[config.mk]
export PLATFORM = sky130hd
export DESIGN_NAME = sponge_absorb
export DESIGN_NICKNAME = d
export VERILOG_FILES = /design/src/rtl/sponge_absorb.sv
export SDC_FILE = /design/constraint.sdc
export NUM_CORES = 1
export LEC_CHECK = 0
export CORE_MARGIN = 3
export CORE_UTILIZATION = 36
export CTS_CLUSTER_SIZE = 20
export DETAILED_ROUTE_END_ITERATION = 16
export PLACE_DENSITY = 0.78
export SLEW_MARGIN = 20
export SYNTH_ARGS = -nofsm -noshare
export SYNTH_HDL_FRONTEND = slang
export SYNTH_SLANG_ARGS = --single-unit
[constraint.sdc]
create_clock -name clock -period 1.5 [get_ports clock]
set_input_delay 0.225 -clock clock [delete_from_list [all_inputs] [get_ports clock]]
set_output_delay 0.225 -clock clock [all_outputs]
set_load 0.01 [all_outputs]
[src/rtl/sponge_absorb.sv]
// sponge_absorb: absorbs 64-bit message lanes into the Keccak state memory.
// Define SPONGE_PAD_EN to add SHA-3 pad10*1 padding with domain byte 0x06.
module sponge_absorb #(
    parameter int RATE_LANES  = 17,
    parameter int STATE_LANES = 25
) (
    input  logic        clock,
    input  logic        reset,
    input  logic        start,
    input  logic [63:0] msg_data,
    input  logic        msg_valid,
    input  logic        msg_last,
    input  logic [3:0]  msg_bytes,
    output logic        msg_ready,
    output logic [4:0]  mem_adr,
    output logic [63:0] mem_in,
    input  logic [63:0] mem_out,
    output logic        mem_r,
    output logic        mem_w,
    output logic        perm_start,
    input  logic        perm_done,
    output logic        done
);

    localparam logic [3:0] S_IDLE   = 4'd0;
    localparam logic [3:0] S_CLEAR  = 4'd1;
    localparam logic [3:0] S_WORD   = 4'd2;
    localparam logic [3:0] S_READ   = 4'd3;
    localparam logic [3:0] S_XOR    = 4'd4;
    localparam logic [3:0] S_PSTART = 4'd5;
    localparam logic [3:0] S_PWAIT  = 4'd6;
    localparam logic [3:0] S_DONE   = 4'd7;

    localparam logic [4:0] RL       = 5'(RATE_LANES);
    localparam logic [4:0] LAST_ADR = 5'(STATE_LANES - 1);

    logic [3:0]  state;
    logic [4:0]  lane;
    logic [4:0]  nxt_lane;
    logic [63:0] word;
    logic [63:0] lane_word;
    logic        last_seen;
    logic        final_blk;

`ifdef SPONGE_PAD_EN
    localparam logic [3:0]  S_PAD   = 4'd8;
    localparam logic [4:0]  RL_LAST = 5'(RATE_LANES - 1);
    localparam logic [63:0] END_BIT = {8'h80, 56'h0};

    logic        need06;
    logic        need80;
    logic [3:0]  kb;
    logic [5:0]  sh;
    logic [63:0] keep;
    logic [63:0] pad_word;

    // kb[3] set means a full lane: the domain byte spills to the next lane
    assign kb   = (msg_bytes > 4'd8) ? 4'd8 : msg_bytes;
    assign sh   = {kb[2:0], 3'b000};
    assign keep = kb[3] ? '1 : ((64'd1 << sh) - 64'd1);

    always_comb begin
        lane_word = msg_data;
        if (msg_last) begin
            lane_word = msg_data & keep;
            if (!kb[3]) begin
                lane_word = lane_word ^ (64'h06 << sh);
                if (lane == RL_LAST)
                    lane_word = lane_word ^ END_BIT;
            end
        end
    end

    always_comb begin
        pad_word = '0;
        if (need06)
            pad_word = pad_word | 64'h06;
        if (need80 && lane == RL_LAST)
            pad_word = pad_word | END_BIT;
    end

    assign final_blk = last_seen && !need06 && !need80;
`else
    logic unused_bytes;

    assign unused_bytes = ^msg_bytes;
    assign lane_word    = msg_data;
    assign final_blk    = last_seen;
`endif

    assign nxt_lane   = lane + 5'd1;
    assign msg_ready  = (state == S_WORD);
    assign mem_r      = (state == S_READ);
    assign mem_w      = (state == S_CLEAR) || (state == S_XOR);
    assign mem_adr    = (mem_r || mem_w) ? lane : 5'd0;
    assign mem_in     = (state == S_XOR) ? (mem_out ^ word) : '0;
    assign perm_start = (state == S_PSTART);
    assign done       = (state == S_DONE);

    always_ff @(posedge clock or negedge reset) begin
        if (!reset) begin
            state     <= S_IDLE;
            lane      <= '0;
            word      <= '0;
            last_seen <= 1'b0;
`ifdef SPONGE_PAD_EN
            need06    <= 1'b0;
            need80    <= 1'b0;
`endif
        end else begin
            unique case (state)
                S_IDLE: begin
                    if (start) begin
                        state     <= S_CLEAR;
                        lane      <= '0;
                        last_seen <= 1'b0;
`ifdef SPONGE_PAD_EN
                        need06    <= 1'b0;
                        need80    <= 1'b0;
`endif
                    end
                end
                S_CLEAR: begin
                    if (lane == LAST_ADR) begin
                        lane  <= '0;
                        state <= S_WORD;
                    end else begin
                        lane <= nxt_lane;
                    end
                end
                S_WORD: begin
                    if (msg_valid) begin
                        word      <= lane_word;
                        last_seen <= msg_last;
`ifdef SPONGE_PAD_EN
                        if (msg_last) begin
                            need06 <= kb[3];
                            need80 <= kb[3] || (lane != RL_LAST);
                        end
`endif
                        state <= S_READ;
                    end
                end
                S_READ: state <= S_XOR;
                S_XOR: begin
                    lane <= nxt_lane;
                    if (nxt_lane == RL || final_blk)
                        state <= S_PSTART;
`ifdef SPONGE_PAD_EN
                    else if (last_seen)
                        state <= S_PAD;
`endif
                    else
                        state <= S_WORD;
                end
`ifdef SPONGE_PAD_EN
                // zero pad lanes cost one cycle and no memory access
                S_PAD: begin
                    if (pad_word != '0) begin
                        word   <= pad_word;
                        need06 <= 1'b0;
                        if (lane == RL_LAST)
                            need80 <= 1'b0;
                        state  <= S_READ;
                    end else begin
                        lane <= RL_LAST;
                    end
                end
`endif
                S_PSTART: state <= S_PWAIT;
                S_PWAIT: begin
                    if (perm_done) begin
                        if (final_blk) begin
                            state <= S_DONE;
                        end else begin
                            lane <= '0;
`ifdef SPONGE_PAD_EN
                            state <= last_seen ? S_PAD : S_WORD;
`else
                            state <= S_WORD;
`endif
                        end
                    end
                end
                S_DONE: state <= S_IDLE;
                default: state <= S_IDLE;
            endcase
        end
    end

endmodule

==> results of run 1 <==
[placed cells by master, fill, tap and decap left out, types with 3 or more instances in the layout]
cell             instances
a21oi_1                  4
buf_12                  11
buf_16                  13
buf_2                   20
buf_4                   16
buf_6                   75
buf_8                    7
clkbuf_16                4
clkbuf_8                12
clkdlybuf4s50_1        132
dfrtp_1                 72
inv_1                    3
mux2_4                  65
nand2_1                  5
nor2_2                  15
nor2_4                  54
nor2b_1                  5
nor3_2                   3
xnor2_1                 65
[kinds of logic (layout without fill, tap and decap cells)]
| logic type | after synthesis | after routing | share of synthesized area (%) |
|---|---|---|---|
| AOI/OAI and AO/OA | 23 | 23 | 4.67 |
| xor gates and xnor gates | 65 | 65 | 14.6 |
| adders and majority gates | 3 | 3 | 0.960 |
| buffers and inverters | 24 | 300 | 2.72 |
| DFF | 73 | 73 | 46.7 |
| muxes | 68 | 68 | 19.5 |
| and+or+nand+nor | 99 | 99 | 10.9 |
[registers in the layout, summed over array words and instances, names as in the netlist]
register and flops:
word 64, lane 5, state 3, final_blk 1
[where the power goes]
| group | internal (W) | switching (W) | total [W] |
|---|---|---|---|
| Sequential | 0.00296 | 0.000853 | 0.00381 |
| Combinational | 0.00523 | 0.00375 | 0.00898 |
| Clock | 0.00107 | 0.000732 | 0.00180 |
[per-stage QoR]
| step | setup WS [ns] | util (%) | instances | instance area (sq um) | TNS (ns) |
|---|---|---|---|---|---|
| CTS | -0.601 | 74.5 | 758 | 7790 | -58.65 |
| floorplan | -0.0210 | - | 355 | 4320 | -0.559 |
| global route | -0.751 | 78.7 | 767 | 8230 | -75.94 |
| finish | -0.690 | 78.7 | 767 | 8230 | -67.50 |
| global placement | -0.434 | 63.3 | 702 | 6620 | -41.74 |
| detailed placement | -0.470 | 63.3 | 702 | 6620 | -44.41 |
[layer usage]
layer	global-route usage [%]	vias to the layer above	share of wire (%)
met1	29.6	1951	37
met3	5.53	41	7.2
met2	43.7	187	53
met4	7.74	0	2.8
met5	0	-	0
li1	-	1734	-
[cell type report]
cell class,instances,area [sq um],share of cell area (%)
timing repair buffer,279,3180,38.6
multi-input combinational,258,2800,34.0
sequential,73,1830,22.2
tap,136,170,2.07
clock buffer,13,169,2.05
clock inverter,2,60.1,0.730
inverter,6,27.5,0.334
[worst max-delay path: stages, from the launching register on]
cell,delay [ns]
dfrtp_1,0.39
or3b_4,0.43
buf_6,0.14
buf_8,0.13
buf_16,0.15
buf_6,0.12
a221oi_4,0.35
a21oi_1,0.12
mux2i_1,0.25
[worst min-delay path by stage]
| stage | to | start |
|---|---|---|
| after detailed placement | word[57] | reset |
| after global placement | word[60] | reset |
| final | word[60] | reset |
| after floorplan | final_blk | reset |
| after global routing | word[60] | reset |
| after CTS | word[57] | reset |
[what timing repair did]
action / 4_1_cts / 5_1_grt
endpoints found under the setup margin: 145 / 146
pin swaps: 48 / 25
hold buffers: 1 / 0
gates resized for setup: 451 / 88
setup buffers: 28 / 11
endpoints found under the hold margin: 73 / 0
gates cloned: 13 / 5
==> results.md, run 1 <==
* Status: finished, violations left
* Violated checks: negative setup slack
* Crit path launch type: register
* EDFF count, synth at 0
* Clk sinks at 73
* Mapped Cells at 355
* Total track usage at 24.6%
* FF+latch count, synth at 73
* Syn_area_per_cell at 11.0 sq um
* Fraction of layout cells with a size suffix above 1 at 50.7%
* Final Hold Vio Count at 0
* Reg2Reg Launch Point: state[1]
* Max VDD drop at 1.00 mV
* Fraction of registers with async set/reset at 100%
* Area of the core at 0.0105 sq mm
* Filler cells at 632
* Top cell type's share of synthesized area at 46.7%
* Fin worst setup slack at -0.690 ns
* Num CTS Buffers at 9
* Crit Path Class: reg2reg
* DRC at 0
* GRT overflow at 0
* # diodes at 0
* Final nets at 768
* CP Data Required Time at 1.74 ns
* Post-synth top cells: dfrtp_1 (73), nor2_1 (71), xnor2_1 (65), mux2_1 (64), buf_2 (13)
* Slew @ Worst Pin at 0.606 ns
* Vias per cell at 5.10
* DRT Pass-1 Iters at 4
* Crit Path Max Fanout at 7
* Maxcap violations at 0
* Leak at 3.46 nW
* Root Buffer: clkbuf_8
* DIE AREA at 0.0122 sq mm
* I/O pin count at 212
* Slew Limit Fails at 0
* Yosys warns at 0
* Min Hold Slack at 0.443 ns
* Area of the mapped netlist at 0.00391 sq mm
* Max Clk Rate at 0.457 GHz
* Seq/Total Area, Yosys at 46.7%
* Port Buffers at 207
* Min Tclk post-route at 2.19 ns
* Die H at 110 um
* H-tree lvl count at 3
* R2R cell count at 8
* Ys flop type: dfrtp_1
* Routed Antenna Nets at 0
* HP Class: in2async
* Routed via count at 3913
* Cell Rows at 37
* Drt wl/cell at 21.9 um
* Area growth syn-to-layout at 110%
* Post-Route WL at 16.8 mm
* Final setup vio count at 145
* HPWL after detailed placement at 9.09 mm
* Initial core utilization at 37.4%
* Largest net degree at the start of global routing at 74
* Leading area contributor after synthesis: dfrtp_1
* Clock skew at 0.00907 ns
* P per Cell Area at 1770 mW/mm^2
* Vias in the first global route at 4068
* Reg2Reg Setup Slack at -0.69 ns
* Crit path capture: lane[3]
* Critical Path Start: state[1]
* Count leader, synth: dfrtp_1
* First-pass GRT wire length at 22.2 mm
* Reg2reg end: lane[3]
* Slew margin rel. at 59.6%
* Fin crit share at 146%
* Clk pin slew, worst setup/hold paths at 0.08 ns
* Post-layout power at 0.0146 W
* RSZ-0062 raised after global routing: true
* Placer Congestion at 0.827
* CTS tree: done
* Worst EP arrival at 2.43 ns
* Die W at 110 um
* DR iter-0 viols at 130
* Ranking of synthesized cells by area: dfrtp_1 (47%), mux2_1 (18%), xnor2_1 (15%)
* Clk_lat worst skew at 0.34 ns
* Syn nets at 496
* Initial antenna violation count at 0
* Critical Path Sink Type: register
* Clock buffer depth at 2
* Synth unique cells at 35
No activity file was read; power rests on OpenSTA's default activity.
==> run 2, diff against run 1 <==
Settings changed: REMOVE_ABC_BUFFERS set to 1, SLEW_MARGIN 20 to unset.
==> results.md, run 2 (synthesized netlist as in run 1, its figures left out) <==
* Max VDD drop at 1.10 mV
* Critical Path Sink Type: output port
* Slew margin rel. at 73.5%
* Clk_lat worst skew at 0.34 ns
* Routed via count at 3725
* Filler cells at 739
* Fin area at 0.00741 sq mm
* Fin crit share at 134%
* Max Clk Rate at 0.499 GHz
* Maxcap violations at 0
* DIE AREA at 0.0122 sq mm
* Slew @ Worst Pin at 0.397 ns
* HP Class: in2async
* Port Buffers at 207
* Clock buffer depth at 2
* Initial core utilization at 37.4%
* Area growth syn-to-layout at 89.4%
* First-pass GRT wire length at 19.8 mm
* Die W at 110 um
* Final Util at 70.8%
* DR iter-0 viols at 104
* Leak at 3.26 nW
* H-tree lvl count at 3
* Root Buffer: clkbuf_8
* CTS tree: done
* Post-Route WL at 14.8 mm
* Num CTS Buffers at 9
* Most common cell after layout, fill and taps aside: clkdlybuf4s50_1
* Vias per cell at 4.90
* DRC at 0
* Regs by FF count: word x64, lane x5, state x3
* Crit Path Class: reg2out
* Placement Setup Slack at -0.430 ns
* Crit path launch type: register
* Final setup vio count at 146
* GRT overflow at 0
* Area of the core at 0.0105 sq mm
* CP Data Required Time at 1.27 ns
* Post-layout power at 0.0130 W
* P per Cell Area at 1760 mW/mm^2
* Min Hold Slack at 0.426 ns
* Worst EP arrival at 1.78 ns
* Drt wl/cell at 19.5 um
* Placer Congestion at 0.847
* Final Hold Vio Count at 0
* Final nets at 760
* Cell Rows at 37
* Slew Limit Fails at 0
* Placed standard-cell area at 0.00631 sq mm
* Crit Path Max Fanout at 14
* Vias in the first global route at 3744
* Most frequent cells in the layout: clkdlybuf4s50_1 (132), dfrtp_1 (71), xnor2_1 (65), mux2_4 (64), buf_2 (64)
* I/O pin count at 212
* Max FFs per register at 64
* HPWL after detailed placement at 8.68 mm
* # diodes at 0
* Violated checks: negative setup slack
* Initial antenna violation count at 0
* Routed Antenna Nets at 0
* RSZ-0062 raised after global routing: true
* Status: finished, violations left
* DRT Pass-1 Iters at 4
* Biggest register: word
* Largest net degree at the start of global routing at 74
* Min Tclk post-route at 2.00 ns
* Die H at 110 um
* Clk sinks at 73
* Fin worst setup slack at -0.504 ns
* Clock skew at 0.0153 ns
* Fraction of layout cells with a size suffix above 1 at 46.6%
* Total track usage at 21.1%
* Clk pin slew, worst setup/hold paths at 0.09 ns
==> run 2: cell count changes in the layout (fill, tap and decap cells not counted), moves of 8 or more <==
cell | previous run | this run
buf_16 | 13 | 5
buf_2 | 20 | 64
buf_4 | 16 | 27
buf_6 | 75 | 27
nor2_1 | 2 | 31
nor2_2 | 15 | 30
nor2_4 | 54 | 10
==> run 2: cell type report <==
type | instances | area (sq um) | share of cell area (%)
timing repair buffer | 271 | 2620 | 35.4
clock inverter | 6 | 72.6 | 0.980
inverter | 6 | 27.5 | 0.372
clock buffer | 10 | 138 | 1.86
multi-input combinational | 258 | 2550 | 34.4
tap | 136 | 170 | 2.30
sequential | 73 | 1830 | 24.7
==> run 2: critical path, cell delays in order, from the launching register on <==
cell       delay, ns
dfrtp_1         0.41
or3b_4          0.54
clkbuf_16       0.23
nor2_1          0.11
buf_2           0.14
==> run 2: layer usage <==
layer	share of wire [%]	GRT usage, %	up-vias
li1	-	-	1711
met1	39	24.5	1859
met2	52	38.9	135
met3	7.3	5.47	20
met4	1.3	4.75	0
met5	0	0	-
==> run 2: per-stage QoR <==
stage,TNS (ns),instances
floorplan,-92.39,337
global placement,-37.42,704
detailed placement,-39.76,704
CTS,-38.10,742
global route,-64.77,760
finish,-57.84,760
==> run 2: worst paths after layout <==
path / depth (start not counted) / from / slack [ns] / endpoint
worst min-delay path: 3 / reset / 0.43 / word[22]
worst max register to register: 5 / state[0] / -0.40 / lane[3]
min in group clock: 2 / msg_data[22] / 0.49 / word[22]
max in group asynchronous: 3 / reset / 0.75 / lane[3]
worst min register to register: 1 / word[48] / 0.54 / word[48]
worst max-delay path: 4 / state[0] / -0.50 / mem_in[49]
==> run 2: report_power, final <==
part / switching [W] / leakage, nW / internal, W / total, W
Combinational: 0.00301 / 2.29 / 0.00460 / 0.00761
Sequential: 0.000834 / 0.874 / 0.00296 / 0.00379
Clock: 0.000809 / 0.104 / 0.000836 / 0.00164
Total: 0.00465 / 3.26 / 0.00839 / 0.0130
==> run 2: repair_timing <==
item                                   in CTS  in global routing
buffers inserted                           15                 16
hold buffers                                1                  0
setup endpoints to repair                 143                146
endpoints found under the hold margin      73                  0
gates cloned                                6                  6
pin swaps                                   4                 14
resized for setup                         366                131
==> run 3, diff against run 2 <==
Settings changed: CTS_CLUSTER_DIAMETER set to 60, GPL_TIMING_DRIVEN set to 0.
==> results.md, run 3 (synthesized netlist as in run 1, its figures left out) <==
* Status: finished, violations left
* Violated checks: negative setup slack
* CP Data Required Time at 1.76 ns
* DRT Pass-1 Iters at 4
* Drt wl/cell at 22.4 um
* Biggest register: word
* Final Hold Vio Count at 0
* Initial core utilization at 37.4%
* Routed via count at 4072
* Min Tclk post-route at 2.27 ns
* Fin worst setup slack at -0.774 ns
* Relative contribution of sequential cells to total power at 27.4%
* Slew margin rel. at 63.9%
* Port Buffers at 207
* Area growth syn-to-layout at 102%
* HPWL after detailed placement at 8.08 mm
* Post-Route WL at 17.7 mm
* Maxcap violations at 0
* Comb power frac at 60.2%
* Placer Congestion at 0.818
* Sw Ratio at 37.3%
* Clk sinks at 73
* Int Pwr at 0.00892 W
* Largest net degree at the start of global routing at 38
* Clk_lat worst skew at 0.35 ns
* Cell Rows at 37
* Max VDD drop at 1.16 mV
* P per Cell Area at 1800 mW/mm^2
* RSZ-0062 raised after global routing: true
* Root Buffer: clkbuf_8
* Non-filler cells, final at 791
* Critical Path Sink Type: register
* Leak at 3.39 nW
* CTS tree: done
* R2R cell count at 9
* Total track usage at 24.4%
* Initial antenna violation count at 0
* P_sw at 0.00531 W
* Setup tns final at -65.97 ns
* Clk pin slew, worst setup/hold paths at 0.09 ns
* Slew Limit Fails at 0
* Die W at 110 um
* Placed Cells at 681
* Num CTS Buffers at 9
* Max Clk Rate at 0.440 GHz
* Most common cell after layout, fill and taps aside: clkdlybuf4s50_1
* Clock buffer depth at 2
* Final Util at 75.6%
* DR iter-0 viols at 169
* Routed Antenna Nets at 0
* DIE AREA at 0.0122 sq mm
* Die H at 110 um
* I/O pin count at 212
* GRT overflow at 0
* Clk pwr share at 12.4%
* Final nets at 791
* Final setup vio count at 145
* H-tree lvl count at 3
* Area of the core at 0.0105 sq mm
* Worst EP arrival at 2.53 ns
* # diodes at 0
* Most frequent cells in the layout: clkdlybuf4s50_1 (132), buf_6 (84), dfrtp_1 (69), xnor2_1 (65), mux2_4 (65)
* Crit Path Class: reg2reg
* Vias in the first global route at 4098
* Slew @ Worst Pin at 0.542 ns
* DRC at 0
* First-pass GRT wire length at 22.1 mm
* Clock skew at 0.0101 ns
* Crit path launch type: register
* Fraction of layout cells with a size suffix above 1 at 50.8%
* Max FFs per register at 64
* Regs by FF count: word x64, lane x5, state x3
* Vias per cell at 5.15
* Fin crit share at 152%
* Crit Path Max Fanout at 6
* HP Class: in2async
==> run 3: cell types whose count changed in the layout (fill, tap and decap cells not counted), moves of 4 or more <==
| cell | delta |
|---|---|
| nor2_4 | +26 |
| buf_6 | +57 |
| buf_16 | -5 |
| nor2_1 | -18 |
| nor2_2 | -8 |
| or3b_4 | +6 |
| and3_4 | +5 |
| buf_4 | -4 |
| buf_2 | -27 |
==> run 3: final cells by class <==
cell class,instances,area (sq um)
Timing Repair Buffer,291,2900
Sequential cell,73,1830
Clock inverter,6,92.6
Clock buffer,10,128
Inverter,6,27.5
Multi-Input combinational cell,269,2760
Tap cell,136,170
Fill cell,617,2550
==> run 3: final timing paths <==
check	slack, ns	startpoint	end
worst max-delay path	-0.77	state[1]	lane[3]
worst min-delay path	0.38	reset	word[8]
worst min register to register	0.54	word[22]	word[22]
worst max register to register	-0.77	state[1]	lane[3]
max in group asynchronous	0.54	reset	word[52]
min in group clock	0.49	msg_data[41]	word[41]
==> run 3: per-stage QoR <==
step	area (sq um)	worst slack, ns	power, W	hold slack (ns)
floorplan	3830	-1.27	0.00632	-0.0706
global placement	6070	-2.48	0.00796	0.489
detailed placement	6090	-1.07	0.00811	0.228
CTS	7060	-0.731	0.0119	0.390
global route	7910	-0.828	0.0149	0.429
finish	7910	-0.774	0.0142	0.384
==> run 3: critical path: stages, from the launching register on <==
cell	delay (ns)
dfrtp_2	0.48
buf_6	0.15
or3b_4	0.41
buf_6	0.13
buf_6	0.11
buf_6	0.12
buf_6	0.12
a221oi_4	0.36
a21oi_1	0.13
mux2i_1	0.17
==> run 3: power groups by stage <==
stage               combinational (W)  sequential [W]  clock [W]
detailed placement            0.00431         0.00380          0
CTS                           0.00642         0.00375    0.00177
floorplan                     0.00273         0.00358          0
global route                  0.00901         0.00399    0.00187
finish                        0.00856         0.00390    0.00176
global placement              0.00421         0.00375          0
==> run 3: what timing repair did <==
action                                  in CTS  in global routing
gates cloned                                11                  2
gates resized for setup                    379                225
pin swaps                                   39                 53
endpoints found under the hold margin       36                  0
endpoints found under the setup margin     145                147
buffers inserted                            69                 24
hold buffers                                 1                  0
==> run 3: per-layer routing <==
layer	up-vias	global-route usage, %	wire length [um]
met2	185	42.6	9120
met4	0	7.39	492
met5	-	0	0
met1	2045	28.6	6660
met3	45	7.75	1470
li1	1797	-	-
